File: config.mk
export PLATFORM = sky130hd
export DESIGN_NAME = bitstream_field_reader
export DESIGN_NICKNAME = d
export VERILOG_FILES = /design/src/rtl/obu_parser_pkg.sv /design/src/rtl/bit_window_shifter.sv /design/src/rtl/bitstream_field_reader.sv
export SDC_FILE = /design/constraint.sdc
export NUM_CORES = 1
export LEC_CHECK = 0
export BUFFER_PORTS_ARGS = -buffer_cell sky130_fd_sc_hd__buf_2
export CORE_ASPECT_RATIO = 2
export CORE_MARGIN = 2
export CORE_UTILIZATION = 40
export CTS_CLUSTER_DIAMETER = 120
export DETAILED_ROUTE_END_ITERATION = 10
export MAX_ROUTING_LAYER = met4
export PLACE_DENSITY = 0.55
export SYNTH_ARGS = -nofsm -noshare
export SYNTH_HDL_FRONTEND = slang
export SYNTH_SLANG_ARGS = --single-unit
File: constraint.sdc
create_clock -name clk -period 7.62 [get_ports clk]
set_input_delay 0.762 -clock clk [delete_from_list [all_inputs] [get_ports clk]]
set_output_delay 0.762 -clock clk [all_outputs]
set_load 0.05 [all_outputs]
File: src/rtl/obu_parser_pkg.sv
// Shared types for the OBU parser front end: word width, field command opcodes
// and the small helpers used by the bit reader.
package obu_parser_pkg;

   localparam int PARSER_DATA_WIDTH = 32;

   typedef enum logic [1:0] {
      FIELD_OP_READ  = 2'd0,
      FIELD_OP_PEEK  = 2'd1,
      FIELD_OP_SKIP  = 2'd2,
      FIELD_OP_ALIGN = 2'd3
   } field_op_e;

   // Bits still missing to reach the next byte boundary: (8 - pos % 8) % 8.
   function automatic logic [2:0] align_bits(input logic [2:0] pos_lo);
      return 3'(3'd0 - pos_lo);
   endfunction

   function automatic logic produces_field(input field_op_e op);
      return (op == FIELD_OP_READ) || (op == FIELD_OP_PEEK);
   endfunction

endpackage

File: src/rtl/bit_window_shifter.sv
// Next-window builder: drops consumed bits off the top of the left-justified
// window and slots an incoming word in directly below the surviving bits.
module bit_window_shifter #(
   parameter int DATA_WIDTH = 32,
   parameter int BUF_WIDTH  = 64,
   parameter int LVL_WIDTH  = 7
) (
   input  logic [BUF_WIDTH-1:0]  window,
   input  logic [LVL_WIDTH-1:0]  level,
   input  logic [LVL_WIDTH-1:0]  consumed,
   input  logic                  in_en,
   input  logic [DATA_WIDTH-1:0] in_data,
   output logic [BUF_WIDTH-1:0]  window_next
);

   logic [LVL_WIDTH-1:0] fill;
   logic [BUF_WIDTH-1:0] word_top;

   // Bits below level are always zero, so OR-merging the new word is safe.
   assign fill     = level - consumed;
   assign word_top = {in_data, {(BUF_WIDTH-DATA_WIDTH){1'b0}}};

   always_comb begin
      window_next = window << consumed;
      if (in_en) begin
         window_next = window_next | (word_top >> fill);
      end
   end

endmodule

File: src/rtl/bitstream_field_reader.sv
// MSB-first field reader: two-word bit window with READ/PEEK/SKIP/ALIGN commands,
// absolute bit position tracking and a one-deep registered field output.
module bitstream_field_reader
   import obu_parser_pkg::*;
#(
   parameter int DATA_WIDTH      = PARSER_DATA_WIDTH,
   parameter int MAX_FIELD_WIDTH = 32,
   parameter int LEN_WIDTH       = $clog2(MAX_FIELD_WIDTH+1)+1,
   parameter int BUF_WIDTH       = 2*DATA_WIDTH
) (
   input  logic                           clk,
   input  logic                           rst,
   input  logic                           flush,
   input  logic [DATA_WIDTH-1:0]          in_data,
   input  logic                           in_valid,
   output logic                           in_ready,
   input  logic                           cmd_valid,
   output logic                           cmd_ready,
   input  logic [1:0]                     cmd_op,
   input  logic [LEN_WIDTH-1:0]           cmd_len,
   output logic [MAX_FIELD_WIDTH-1:0]     out_data,
   output logic                           out_valid,
   input  logic                           out_ready,
   output logic [$clog2(BUF_WIDTH+1)-1:0] level,
   output logic [31:0]                    bit_pos,
   output logic                           err
);

   localparam int LVL_WIDTH = $clog2(BUF_WIDTH+1);
   localparam logic [LEN_WIDTH-1:0] MAX_LEN   = LEN_WIDTH'(MAX_FIELD_WIDTH);
   localparam logic [LVL_WIDTH-1:0] WORD_BITS = LVL_WIDTH'(DATA_WIDTH);
   localparam logic [LVL_WIDTH-1:0] IN_LIMIT  = LVL_WIDTH'(BUF_WIDTH - DATA_WIDTH);

   logic [BUF_WIDTH-1:0] window;
   logic [BUF_WIDTH-1:0] window_next;
   logic [LVL_WIDTH-1:0] level_next;
   logic [LVL_WIDTH-1:0] need;
   logic [LVL_WIDTH-1:0] consumed;
   logic [LEN_WIDTH-1:0] eff_len;
   logic [LEN_WIDTH-1:0] field_shift;
   logic [MAX_FIELD_WIDTH-1:0] field;
   logic                 len_oversize;
   logic                 out_free;
   logic                 in_fire;
   logic                 cmd_fire;
   field_op_e            op;

   assign op           = field_op_e'(cmd_op);
   assign len_oversize = (cmd_len > MAX_LEN);
   assign eff_len      = len_oversize ? MAX_LEN : cmd_len;
   assign out_free     = !out_valid || out_ready;

   always_comb begin
      need = LVL_WIDTH'(eff_len);
      if (op == FIELD_OP_ALIGN) begin
         need = LVL_WIDTH'(align_bits(bit_pos[2:0]));
      end
   end

   // Handshakes only look at registered state and the command fields, never at cmd_valid.
   assign in_ready  = !rst && !flush && (level <= IN_LIMIT);
   assign cmd_ready = !rst && !flush && (level >= need) &&
                      (out_free || !produces_field(op));
   assign in_fire   = in_valid && in_ready;
   assign cmd_fire  = cmd_valid && cmd_ready;

   always_comb begin
      consumed = '0;
      if (cmd_fire && (op != FIELD_OP_PEEK)) begin
         consumed = need;
      end
   end

   assign level_next = level + (in_fire ? WORD_BITS : '0) - consumed;

   // A zero-length field shifts by the full width, which yields zero.
   assign field_shift = MAX_LEN - eff_len;
   assign field       = window[BUF_WIDTH-1 -: MAX_FIELD_WIDTH] >> field_shift;

   bit_window_shifter #(
      .DATA_WIDTH (DATA_WIDTH),
      .BUF_WIDTH  (BUF_WIDTH),
      .LVL_WIDTH  (LVL_WIDTH)
   ) u_shifter (
      .window      (window),
      .level       (level),
      .consumed    (consumed),
      .in_en       (in_fire),
      .in_data     (in_data),
      .window_next (window_next)
   );

   always_ff @(posedge clk) begin
      if (rst || flush) begin
         window    <= '0;
         level     <= '0;
         bit_pos   <= '0;
         err       <= 1'b0;
         out_valid <= 1'b0;
         out_data  <= '0;
      end else begin
         window  <= window_next;
         level   <= level_next;
         bit_pos <= bit_pos + 32'(consumed);
         if (cmd_fire && len_oversize) begin
            err <= 1'b1;
         end
         if (cmd_fire && produces_field(op)) begin
            out_valid <= 1'b1;
            out_data  <= field;
         end else if (out_ready) begin
            out_valid <= 1'b0;
         end
      end
   end

endmodule

== Yosys cells after proc, flatten, opt, wreduce, memory -nomap -nowiden ==
Cells that the tools add are included.
W data, S select, Z words.

* Register bits after elaboration: 137
* Bits of input ports: 47
* Output and inout port bits: 75
* Word-level logic and storage cells: 48

* Add/subtract/negate cells: 6
* Order comparisons: 3
* Eq/ne operators: 3
* Shift-type cells: 3
* Multiplexer cells: 7
* Bitwise gates (word level): 1
* Reduce and logical (&&, ||, !) cells: 19

{| class="wikitable"
|+ Operators by type and width
! operator !! count
|-
| $mux W64 || 1
|-
| $or A64 B64 Y64 || 1
|-
| $shl A64 B7 Y64 || 1
|-
| $shr A64 B7 Y64 || 1
|-
| $add A32 B7 Y32 || 1
|-
| $shr A32 B7 Y32 || 1
|-
| $mux W7 || 3
|-
| $sub A7 B7 Y7 || 2
|-
| $logic_and A1 B1 Y1 || 9
|-
| $add A7 B6 Y7 || 1
|-
| $ge A7 B7 Y1 || 1
|-
| $gt A7 B6 Y1 const B || 1
|-
| $le A7 B6 Y1 const B || 1
|-
| $sub A6 B7 Y7 const A || 1
|-
| $mux W6 || 1
|-
| $logic_not A1 Y1 || 4
|-
| $logic_or A1 B1 Y1 || 4
|-
| $sub A1 B3 Y3 const A || 1
|-
| $eq A2 B1 Y1 const B || 1
|-
| $eq A2 B2 Y1 const B || 1
|-
| $logic_not A2 Y1 || 1
|-
| $mux W1 || 2
|-
| $ne A2 B1 Y1 const B || 1
|-
| $reduce_bool A2 Y1 || 1
|}

== Longest topological paths before layout ==
* Depth in word-level cells: 13
* Depth in mapped cells: 27
* Mapped depth without buffers: 23

== Cells and area by module ==
A second synthesis with hierarchy kept.

* Cell total of the unflattened synthesis: 1719
* Area total of the unflattened synthesis: 14933.1 sq um

{| class="wikitable"
|+ Modules (own cells, without submodules)
! module !! times used !! cells each !! area each (sq um)
|-
| bit_window_shifter || 1 || 925 || 7697.4
|-
| bitstream_field_reader || 1 || 794 || 7235.7
|}

== Least setup slack after synthesis ==
Ideal clock, no wire load.

* Path kind: input to register
* From: input port cmd_len[6]
* To: register window[14]
* Library setup time: 0.128 ns
* Arrival: 6.381 ns
* Required time: 7.492 ns
* Path slack: 1.111 ns
* Stages on the path: 25
* Cells stage by stage: nor3b_1 a21oi_1 buf_2 inv_1 buf_1 ha_1 nand2b_1 a2111oi_2 or3_1 buf_2 a211oi_1 inv_1 clkbuf_1 clkbuf_1 clkbuf_1 ha_1 and3b_1 nor2_1 xor2_1 clkbuf_1 clkbuf_1 mux2i_1 o32ai_1 a222oi_1 nor2_1

* Word-level cells in the longest chain between the ends: 13
* Elaborated cells on any way between the ends: 14
* Those cells by class: add/sub (1); order compare (2); shift (2); mux (4); bitwise (1); reduce/logical (4)

{| class="wikitable"
|+ RTL lines
! what !! RTL line !! source
|-
| start, declared || bitstream_field_reader.sv:20 || <nowiki>input logic [LEN_WIDTH-1:0] cmd_len,</nowiki>
|-
| $gt A7 B6 Y1 || bitstream_field_reader.sv:49 || <nowiki>assign len_oversize = (cmd_len > MAX_LEN);</nowiki>
|-
| $mux W7 * || bitstream_field_reader.sv:50 || <nowiki>assign eff_len = len_oversize ? MAX_LEN : cmd_len;</nowiki>
|-
| $mux W7 * || bitstream_field_reader.sv:55 || <nowiki>if (op == FIELD_OP_ALIGN) begin</nowiki>
|-
| $ge A7 B7 Y1 || bitstream_field_reader.sv:62 || <nowiki>assign cmd_ready = !rst && !flush && (level >= need) &&</nowiki>
|-
| $logic_and A1 B1 Y1 (2 in series) || bitstream_field_reader.sv:62 ||
|-
| $logic_and A1 B1 Y1 || bitstream_field_reader.sv:65 || <nowiki>assign cmd_fire = cmd_valid && cmd_ready;</nowiki>
|-
| $logic_and A1 B1 Y1 || bitstream_field_reader.sv:69 || <nowiki>if (cmd_fire && (op != FIELD_OP_PEEK)) begin</nowiki>
|-
| $mux W7 * || bitstream_field_reader.sv:69 ||
|-
| $sub A7 B7 Y7 || bit_window_shifter.sv:20 || <nowiki>assign fill = level - consumed;</nowiki>
|-
| $shr A64 B7 Y64 || bit_window_shifter.sv:26 || <nowiki>window_next = window_next | (word_top >> fill);</nowiki>
|-
| $or A64 B64 Y64 || bit_window_shifter.sv:26 ||
|-
| $mux W64 * || bit_window_shifter.sv:25 || <nowiki>if (in_en) begin</nowiki>
|-
| end signal, assigned || bitstream_field_reader.sv:102 || <nowiki>window <= window_next;</nowiki>
|-
| end, declared || bitstream_field_reader.sv:34 || <nowiki>logic [BUF_WIDTH-1:0] window;</nowiki>
|}

Every way passes the cells marked *; elsewhere a longest branch is shown, timed or not.
A chain may end at the register's enable or synchronous reset.

== Worst setup path after layout ==
* From: input port cmd_len[6]
* To: register window[11]

Same word-level chain as after synthesis.

==> run_results.csv <==
group,metric,value,unit
sta,setup_viol,0,
floorplanning,core,34230,um^2
sta,rsz0062_at_grt,"no",
placed_design,post_dp_cell_area,15000,um^2
drt,drt-total-wl,81.60,mm
sta,period_needed,6.839,ns
cts,h-tree-depth,4,
cts,cts_hold_buf,0,
hold_path,min-delay-path-class,"reg -> reg",
synth,async_flop_share,0,
cts,clkTransAtPathRegs,0.08,ns
synth,syn_area,13870,um^2
finish,fillers,3539,
placed_design,place_hpwl,60.90,mm
cts,post_cts_resized,0,
synth,synth.ff_latch_count,137,
finish,fin_util,0.4571,
floorplanning,rows,96,
sta,hold_viol,0,
synth,avgSynthCellArea,7.412,um^2
placed_design,portBuffers,121,
placed_design,place.gp.congestion,1.100,
drt,post_drt_wl_per_cell,34.14,um
grt,grt_pass1_vias,16610,
synth,seq_area_frac_synth,0.1978,
finish,final_common_cell,"nand2_1",
sta,tightest_slew,1.539,ns
floorplanning,dieArea,36260,um^2
grt,antenna_found_initial,5,
critical_path,crit_required,7.91,ns
grt,grt_max_degree,67,
sta,drv_slew,2,
critical_path,worstSetupStartpointType,"input pin",
finish,final_cell_mix,"261 x nand2_1, 184 x nor2_1, 149 x mux2i_1",
drt,vias,16720,
grt,grt_overflow,0,
cts,cts_buffers,17,
run_status,violations,"capacitance limit, slew limit",
critical_path,critPathCaptureType,"flip-flop",
critical_path,crit_type,"in -> reg",
sta,clock_skew,0.01835,ns
finish,seq_area,2743,um^2
critical_path,arrival,7.13,ns
grt,grt_usage,0.4687,
finish,final_cell_area,15650,um^2
sta,fin_tns_setup,0,ns
sta,slew_headroom,-0.03675,
drt,vias_per_cell,6.994,
critical_path,cp_max_fo,25,
drt,ant_nets,0,
synth,syn_inst,1871,
power_and_ir_drop,p_leak,0.006132,uW
cts,cts_num_sinks,137,
finish,area.growth.synth_to_final,12.84,%
cts,clk_latency,0.47,ns
sta,max_freq,146.2,MHz
finish,multi_input_area,10390,um^2
synth,synth.net_count,1953,
synth,synth-edff-count,0,
synth,yosys_most_used_dff,"dfxtp_1",
power_and_ir_drop,p_per_area,135.3,nW/um^2
flow_run,cap_violations,1,
floorplanning,die_w,135.7,um
floorplanning,start_util,0.4051,
drt,drc,0,
synth,yosysWarnings,0,
finish,nets,2011,
synth,synth.distinct_cells,97,
cts,cts_tree,"yes",
finish,drive_gt1_frac,0.1653,
grt,grt_pass1_wl,117.7,mm
drt,first_pass_iters,6,
cts,clock_path_buffers,2,
power_and_ir_drop,max-vdd-ir-drop,159.8,uV
run_status,status,"complete, but fails checks",
cts,post_cts_buffers,0,
sta,finalCritPeriodShare,0.8976,
cts,cts_root_buffer,"clkbuf_16",
floorplanning,boundaryPins,122,
drt,drtIter0Drc,1897,
floorplanning,fp.dieH,267.3,um
## registers in the layout, indices dropped and copies added, names as in the netlist
name,cells
window,64
bit_pos,32
out_data,32
out_valid,1
level,7
err,1
## report_power, final
group          switching, uW  internal, uW  leakage [uW]  total, uW
clock                    455           450      0.000301        905
combinational            315           137       0.00473        452
sequential              33.6           727       0.00111        760
## cells in the mapped netlist, types with 25 or more instances
library cell | n | area share
o211ai_1 | 46 | 0.025
o22ai_1 | 32 | 0.014
nor2_1 | 184 | 0.050
dfxtp_1 | 137 | 0.20
a31oi_1 | 25 | 0.011
o21ai_0 | 96 | 0.035
a22oi_1 | 43 | 0.023
ha_1 | 28 | 0.025
inv_1 | 45 | 0.012
a21oi_1 | 119 | 0.043
nor3_1 | 31 | 0.011
clkbuf_1 | 100 | 0.027
mux2i_1 | 149 | 0.11
a221oi_1 | 31 | 0.020
mux4_2 | 26 | 0.042
nand2_1 | 261 | 0.071
nand3_1 | 79 | 0.029
buf_2 | 27 | 0.0097
## through the flow
stage | total power, uW | setup slack (ns) | hold WS (ns) | instances
after floorplan | 1024 | 1.111 | 0.5652 | 1871
after global placement | 1198 | 0.8195 | 0.4378 | 2350
after detailed placement | 1199 | 0.7276 | 0.4474 | 2350
after CTS | 2091 | 1.199 | 0.4567 | 2382
after global routing | 2167 | 0.6119 | 0.4661 | 2390
final | 2117 | 0.7806 | 0.4520 | 2390
## final timing paths
check,start,to,slack (ns),depth (start not counted)
setup / recovery,cmd_len[6],window[11],0.78,19
hold / removal,out_data[0],out_data[0],0.45,2
setup reg to reg,bit_pos[0],window[11],1.01,18
hold reg to reg,out_data[0],out_data[0],0.45,2
## routing by layer
layer	routed length [um]	up-vias	share of wire	track usage
li1	-	7152	-	-
met1	24890	8029	0.31	0.4148
met2	39110	1018	0.48	0.7539
met3	7014	516	0.086	0.1560
met4	10590	0	0.13	0.4758
met5	0	-	0	-
## cell type report
type,instances,area share
multi-input combinational,1531,0.6637
sequential,137,0.1753
timing repair buffer,192,0.07276
tap,441,0.03526
clock buffer,17,0.02719
clock inverter,15,0.01271
inverter,50,0.01199
antenna,7,0.001119
## cell families (layout without fill, tap and decap cells)
family,count (synthesis),in the layout,synth area share
DFF,137,137,0.1978
other,2,9,0.0005416
AOI/OAI and AO/OA,599,599,0.3007
xor gates and xnor gates,34,34,0.02147
and+or+nand+nor,664,664,0.2150
muxes,197,197,0.1682
buffers and inverters,203,274,0.06090
adders and majority gates,35,35,0.03537
## critical path, stage by stage
cell      delay, ns
buf_2          0.13
nor2_1         0.70
a31oi_1        0.31
ha_1           0.35
o21a_1         0.12
nor2_1         0.07
or3_1          0.47
buf_4          0.29
a21oi_4        0.25
inv_2          0.07
ha_1           0.23
fa_1           0.42
o211ai_1       0.23
a21boi_0       0.21
or2_2          0.41
nand2_1        0.45
nor2_1         0.30
a222oi_1       1.22
nor2_1         0.11
Power figures use the tool's default switching activity.
